**src/rtl/pixie_vram_arbiter.sv**
```systemverilog
// Purpose: one-port VRAM arbiter shared by the buffered DMA write stream, scan-out reads and host port.
// Latency: grant, ack and ram_* are combinational in cycle N; read data and rvalid appear in N+1.
// Backpressure: none on DMA (full FIFO forces a pop); scan/host hold req until ack; host boosted after HOST_MAX_WAIT.
//
// Ports:
//   clk, reset                       clock, asynchronous active-high reset
//   wr_en/wr_addr/wr_data            DMA write stream, pushed into the write FIFO
//   sc_req/sc_addr                   scan-out read request
//   sc_ack/sc_rdata/sc_rvalid        scan-out grant and read return
//   host_req/host_we/host_addr/host_wdata   host request
//   host_ack/host_rdata/host_rvalid  host grant and read return
//   ram_en/ram_we/ram_addr/ram_wdata/ram_rdata   synchronous VRAM port
//   wfifo_level                      DMA FIFO occupancy, 0..WFIFO_DEPTH
module pixie_vram_arbiter #(
    parameter int ADDR_W        = 10,
    parameter int DATA_W        = 8,
    parameter int WFIFO_DEPTH   = 4,
    parameter int HOST_MAX_WAIT = 15
) (
    input  logic                           clk,
    input  logic                           reset,
    input  logic                           wr_en,
    input  logic [ADDR_W-1:0]              wr_addr,
    input  logic [DATA_W-1:0]              wr_data,
    input  logic                           sc_req,
    input  logic [ADDR_W-1:0]              sc_addr,
    output logic                           sc_ack,
    output logic [DATA_W-1:0]              sc_rdata,
    output logic                           sc_rvalid,
    input  logic                           host_req,
    input  logic                           host_we,
    input  logic [ADDR_W-1:0]              host_addr,
    input  logic [DATA_W-1:0]              host_wdata,
    output logic                           host_ack,
    output logic [DATA_W-1:0]              host_rdata,
    output logic                           host_rvalid,
    output logic                           ram_en,
    output logic                           ram_we,
    output logic [ADDR_W-1:0]              ram_addr,
    output logic [DATA_W-1:0]              ram_wdata,
    input  logic [DATA_W-1:0]              ram_rdata,
    output logic [$clog2(WFIFO_DEPTH):0]   wfifo_level
);

    localparam int PTR_W  = $clog2(WFIFO_DEPTH);
    localparam int LVL_W  = PTR_W + 1;
    localparam int WAIT_W = $clog2(HOST_MAX_WAIT + 1);

    typedef enum logic [1:0] {
        G_NONE = 2'd0,
        G_POP  = 2'd1,
        G_HOST = 2'd2,
        G_SCAN = 2'd3
    } grant_e;

    logic [ADDR_W-1:0] fifo_addr [WFIFO_DEPTH];
    logic [DATA_W-1:0] fifo_data [WFIFO_DEPTH];
    logic [PTR_W-1:0]  wr_ptr;
    logic [PTR_W-1:0]  rd_ptr;
    logic [LVL_W-1:0]  count;
    logic [WAIT_W-1:0] wait_cnt;

    logic   fifo_empty;
    logic   fifo_full;
    logic   host_boost;
    logic   push;
    logic   pop;
    grant_e grant;

    assign fifo_empty = (count == '0);
    assign fifo_full  = (count == LVL_W'(WFIFO_DEPTH));
    assign host_boost = (wait_cnt == WAIT_W'(HOST_MAX_WAIT));
    assign push       = wr_en;
    assign pop        = (grant == G_POP);

    // Host reads wait behind buffered DMA data so the host always sees every
    // byte already pushed; a boosted host read drains the FIFO ahead of scan.
    always_comb begin
        grant = G_NONE;
        if (fifo_full)
            grant = G_POP;
        else if (host_boost && host_req && (fifo_empty || host_we))
            grant = G_HOST;
        else if (host_boost && !fifo_empty)
            grant = G_POP;
        else if (sc_req)
            grant = G_SCAN;
        else if (!fifo_empty)
            grant = G_POP;
        else if (host_req && (host_we || fifo_empty))
            grant = G_HOST;
    end

    assign sc_ack      = (grant == G_SCAN);
    assign host_ack    = (grant == G_HOST);
    assign sc_rdata    = ram_rdata;
    assign host_rdata  = ram_rdata;
    assign wfifo_level = count;

    always_comb begin
        ram_en    = 1'b0;
        ram_we    = 1'b0;
        ram_addr  = '0;
        ram_wdata = '0;
        case (grant)
            G_POP: begin
                ram_en    = 1'b1;
                ram_we    = 1'b1;
                ram_addr  = fifo_addr[rd_ptr];
                ram_wdata = fifo_data[rd_ptr];
            end
            G_HOST: begin
                ram_en    = 1'b1;
                ram_we    = host_we;
                ram_addr  = host_addr;
                ram_wdata = host_we ? host_wdata : '0;
            end
            G_SCAN: begin
                ram_en    = 1'b1;
                ram_addr  = sc_addr;
            end
            default: ;
        endcase
    end

    // Entry storage carries no reset: pointer/count reset makes old contents unreachable.
    // On a simultaneous push and pop while full, wr_ptr equals rd_ptr; the head is
    // consumed combinationally this cycle before being overwritten at the edge.
    always_ff @(posedge clk) begin
        if (push) begin
            fifo_addr[wr_ptr] <= wr_addr;
            fifo_data[wr_ptr] <= wr_data;
        end
    end

    always_ff @(posedge clk or posedge reset) begin
        if (reset) begin
            wr_ptr      <= '0;
            rd_ptr      <= '0;
            count       <= '0;
            wait_cnt    <= '0;
            sc_rvalid   <= 1'b0;
            host_rvalid <= 1'b0;
        end else begin
            if (push)
                wr_ptr <= wr_ptr + PTR_W'(1);
            if (pop)
                rd_ptr <= rd_ptr + PTR_W'(1);
            case ({push, pop})
                2'b10:   count <= count + LVL_W'(1);
                2'b01:   count <= count - LVL_W'(1);
                default: ;
            endcase

            if (!host_req || host_ack)
                wait_cnt <= '0;
            else if (!host_boost)
                wait_cnt <= wait_cnt + WAIT_W'(1);

            sc_rvalid   <= (grant == G_SCAN);
            host_rvalid <= (grant == G_HOST) && !host_we;
        end
    end

endmodule
```
**config.mk**
```make
export PLATFORM = sky130hd
export DESIGN_NAME = pixie_vram_arbiter
export DESIGN_NICKNAME = d
export VERILOG_FILES = /design/src/rtl/pixie_vram_arbiter.sv
export SDC_FILE = /design/constraint.sdc
export NUM_CORES = 1
export LEC_CHECK = 0
export CAP_MARGIN = 30
export CORE_MARGIN = 3
export CORE_UTILIZATION = 35
export DETAILED_ROUTE_END_ITERATION = 6
export HOLD_SLACK_MARGIN = 0.08
export PLACE_DENSITY_LB_ADDON = 0.05
export SLEW_MARGIN = 25
export SYNTH_ARGS = -nofsm -noshare
export SYNTH_HDL_FRONTEND = slang
export SYNTH_SLANG_ARGS = --single-unit
```
**constraint.sdc**
```tcl
create_clock -name clk -period 5.5 [get_ports clk]
set_input_delay 0.55 -clock clk [delete_from_list [all_inputs] [get_ports clk]]
set_output_delay 0.55 -clock clk [all_outputs]
set_load 0.01 [all_outputs]
```
==> impl_metrics.ini <==
[clocking]
cts_sinks = 85
cts_resized = 0
path_clk_slew_ns = 0.09
cts-root-buf = clkbuf_8
numCtsBuffers = 9
cts_buffer_depth = 2
cts_tree = done
post_cts_buffers = 0
hold_buffers = 0
h-tree-depth = 3
insertion_delay_ns = 0.36

[timing]
finalSetupViolations = 0
maxSlewHeadroom_pct = 57.09
finalCriticalPeriod_ns = 4.181
setup_ws_ns = 1.319
fin_crit_sh_pct = 76.02
finalHoldViolations = 0
slew_viol_final = 0
setup_tns_ns = 0
rsz0062_at_grt = no
fmax_ghz = 0.2392
fin_worst_skew_ns = 0.01050
hold_slack_ns = 0.5061
tightest_slew_ns = 0.6437

[logic_synthesis]
ys_seq_area_share_pct = 63.92
ys_ff_latch = 85
synth_ff_type = edfxtp_1
syn_area_per_cell_um2 = 14.52
syn_area_um2 = 3891
yosys_warnings = 0
synth_top_area_share_pct = 55.56
synthCells = 268
synth_top_cell_by_area = edfxtp_1
async_flop_share_pct = 15.29
synth_edf_count = 72
ys_types = 39
ys_top_cells_by_area = edfxtp_1 (56%), dfrtp_1 (8.4%), mux2i_1 (5.7%)
synth_nets = 339

[floorplanning]
rows = 37
core_um2 = 10560
dieArea_um2 = 12420
die_y_um = 111.4
fp.dieW_um = 111.4
ios = 103
start_util_pct = 36.87

[pwr]
p_int_uw = 1516
powerDensity_nw_per_um2 = 474.4
power.switching_uw = 792.7
peakVddDrop_uv = 173.9
seqPwrFrac_pct = 40.3
switching_share_pct = 34.33
power_leakage_uw = 0.001804
pwr-share-clk_pct = 18.3
pwr-share-comb_pct = 41.4

[route]
firstDrtPassIters = 4
vias_per_cell = 4.909
wl_per_cell_um = 17.44
vias = 2322
drt_iter0_drc = 95
finalWirelength_um = 8247
ant_nets = 0
drc = 0

[worst_setup_path]
endpoint_kind = primary output
reg2reg_from = wait_cnt[0]$_DFFE_PP0P_
crit_type = flop to primary output
required_ns = 4.95
arrival_ns = 3.63
crit_start = wait_cnt[0]$_DFFE_PP0P_
cp_max_fo = 12
r2r_slack_ns = 2.64
critPathLaunchType = flop

[finish]
area_growth_pct = 25.08
seqCellArea_um2 = 2489
n_antenna_cell = 0
drive_above_1_share_pct = 11.87
multi_input_area_um2 = 1175
num-nets-final = 403
fill_cells = 972

[grt]
grt_usage_pct = 13.45
grt_max_degree = 21
grt.overflow.total = 0
grt_pass1_wl_um = 13020
grt_pass1_vias = 2415
grt_antenna_before_repair = 0

[placed_design]
io_buffers = 78
gp_congestion = 0.7296
dp_hpwl_um = 5495
dp_slack_ns = 1.417

[outcome]
outcome = complete, no violations

[run]
maxCapViolCount = 0

[hold_path]
hp-start = wfifo_level[2]$_DFFE_PP0P_
hp-class = flop to flop
-- through the flow --
step | util (%) | std cells | area (µm²) | power (µW)
finish | 46.11 | 473 | 4867 | 2309
global route | 46.11 | 473 | 4867 | 2461
CTS | 46.11 | 473 | 4867 | 2344
detailed placement | 44.33 | 457 | 4679 | 1919
global placement | 44.00 | 455 | 4644 | 1900
floorplan | - | 268 | 3891 | 1517
-- sequential cells by signal, indices dropped and copies added, names as in the netlist --
register,cells
fifo_addr,40
fifo_data,32
host_rvalid,1
rd_ptr,2
sc_rvalid,1
wait_cnt,4
wfifo_level,3
wr_ptr,2
-- power groups by stage --
stage / registers (µW) / clock network, µW / logic [µW]
finish: 930 / 423 / 956
CTS: 933 / 434 / 977
floorplan: 909 / 0 / 608
detailed placement: 947 / 0 / 972
global placement: 982 / 0 / 918
global route: 947 / 468 / 1050
-- cells in the final DEF, fill, tap and decap left out, drive strengths merged --
cell,Yosys,layout
a22oi,17,17
o211a,1,1
nand4,1,1
and3,2,2
and3b,1,1
clkdlybuf4s50,0,78
o21ai,12,12
nand3,2,2
inv,9,14
clkbuf,3,9
buf,24,2
a222oi,1,1
a31oi,1,1
clkinv,0,1
clkinvlp,0,1
nand3b,2,2
o21a,1,1
xor2,4,4
nor2,6,6
a21oi,2,2
mux2i,22,22
ha,10,10
o22a,10,10
fa,1,1
a21o,1,1
nor3b,1,1
nand2b,1,1
and2,4,4
dfrtp,13,13
or3,1,1
nand2,18,18
mux2,16,16
nor3,4,4
xnor2,3,3
nor2b,2,2
edfxtp,72,72
-- critical path: stages, from the launching register on --
cell,delay (ns)
dfrtp_1,0.41
ha_1,0.26
nand3_1,0.22
o211a_1,0.18
nor3_1,0.23
ha_1,0.59
nand3b_1,0.51
o22a_1,0.23
o21ai_0,0.11
clkdlybuf4s50_1,0.54
-- routing by layer --
layer	part of all wire, %	global-route usage [%]	wire [µm]
met5	0	0	0
met4	0.74	2.920	61
met3	4.8	4.185	396
met2	49	22.07	4017
met1	46	17.64	3772
-- logic make-up after synthesis --
kind of cell	Yosys count	share of synthesized area (%)
fa+ha+maj	11	3.730
flops	85	63.92
compound gates	46	8.650
xor+xnor	7	1.576
mux	38	10.48
simple gates	45	5.659
buf+inv	36	5.980
-- synthesized netlist by cell type, types with 6 or more instances --
cell type and n:
o21ai_0 12, buf_4 16, o22a_1 10, a22oi_1 15
mux2_2 14, edfxtp_1 72, dfrtp_1 13, inv_1 9
mux2i_1 22, nand2_1 18, ha_1 10, nor2_1 6
-- final cells by class --
| cell class | instances | share of cell area (%) |
|---|---|---|
| clock inverters | 7 | 1.311 |
| inverters | 9 | 0.6941 |
| well taps | 136 | 3.496 |
| clock buffers | 9 | 2.545 |
| multi-input cells | 147 | 24.14 |
| repair buffers | 80 | 16.68 |
| flip-flops and latches | 85 | 51.13 |
-- worst paths after layout --
check | to | cells after the start
min in group asynchronous | wait_cnt[2]$_DFFE_PP0P_ | 2
setup reg to reg | wfifo_level[2]$_DFFE_PP0P_ | 11
setup / recovery | ram_addr[7] | 9
hold reg to reg | wfifo_level[2]$_DFFE_PP0P_ | 1
hold / removal | wfifo_level[2]$_DFFE_PP0P_ | 1
max in group asynchronous | rd_ptr[1]$_DFFE_PP0P_ | 2
(Power assumes the default switching activity.)
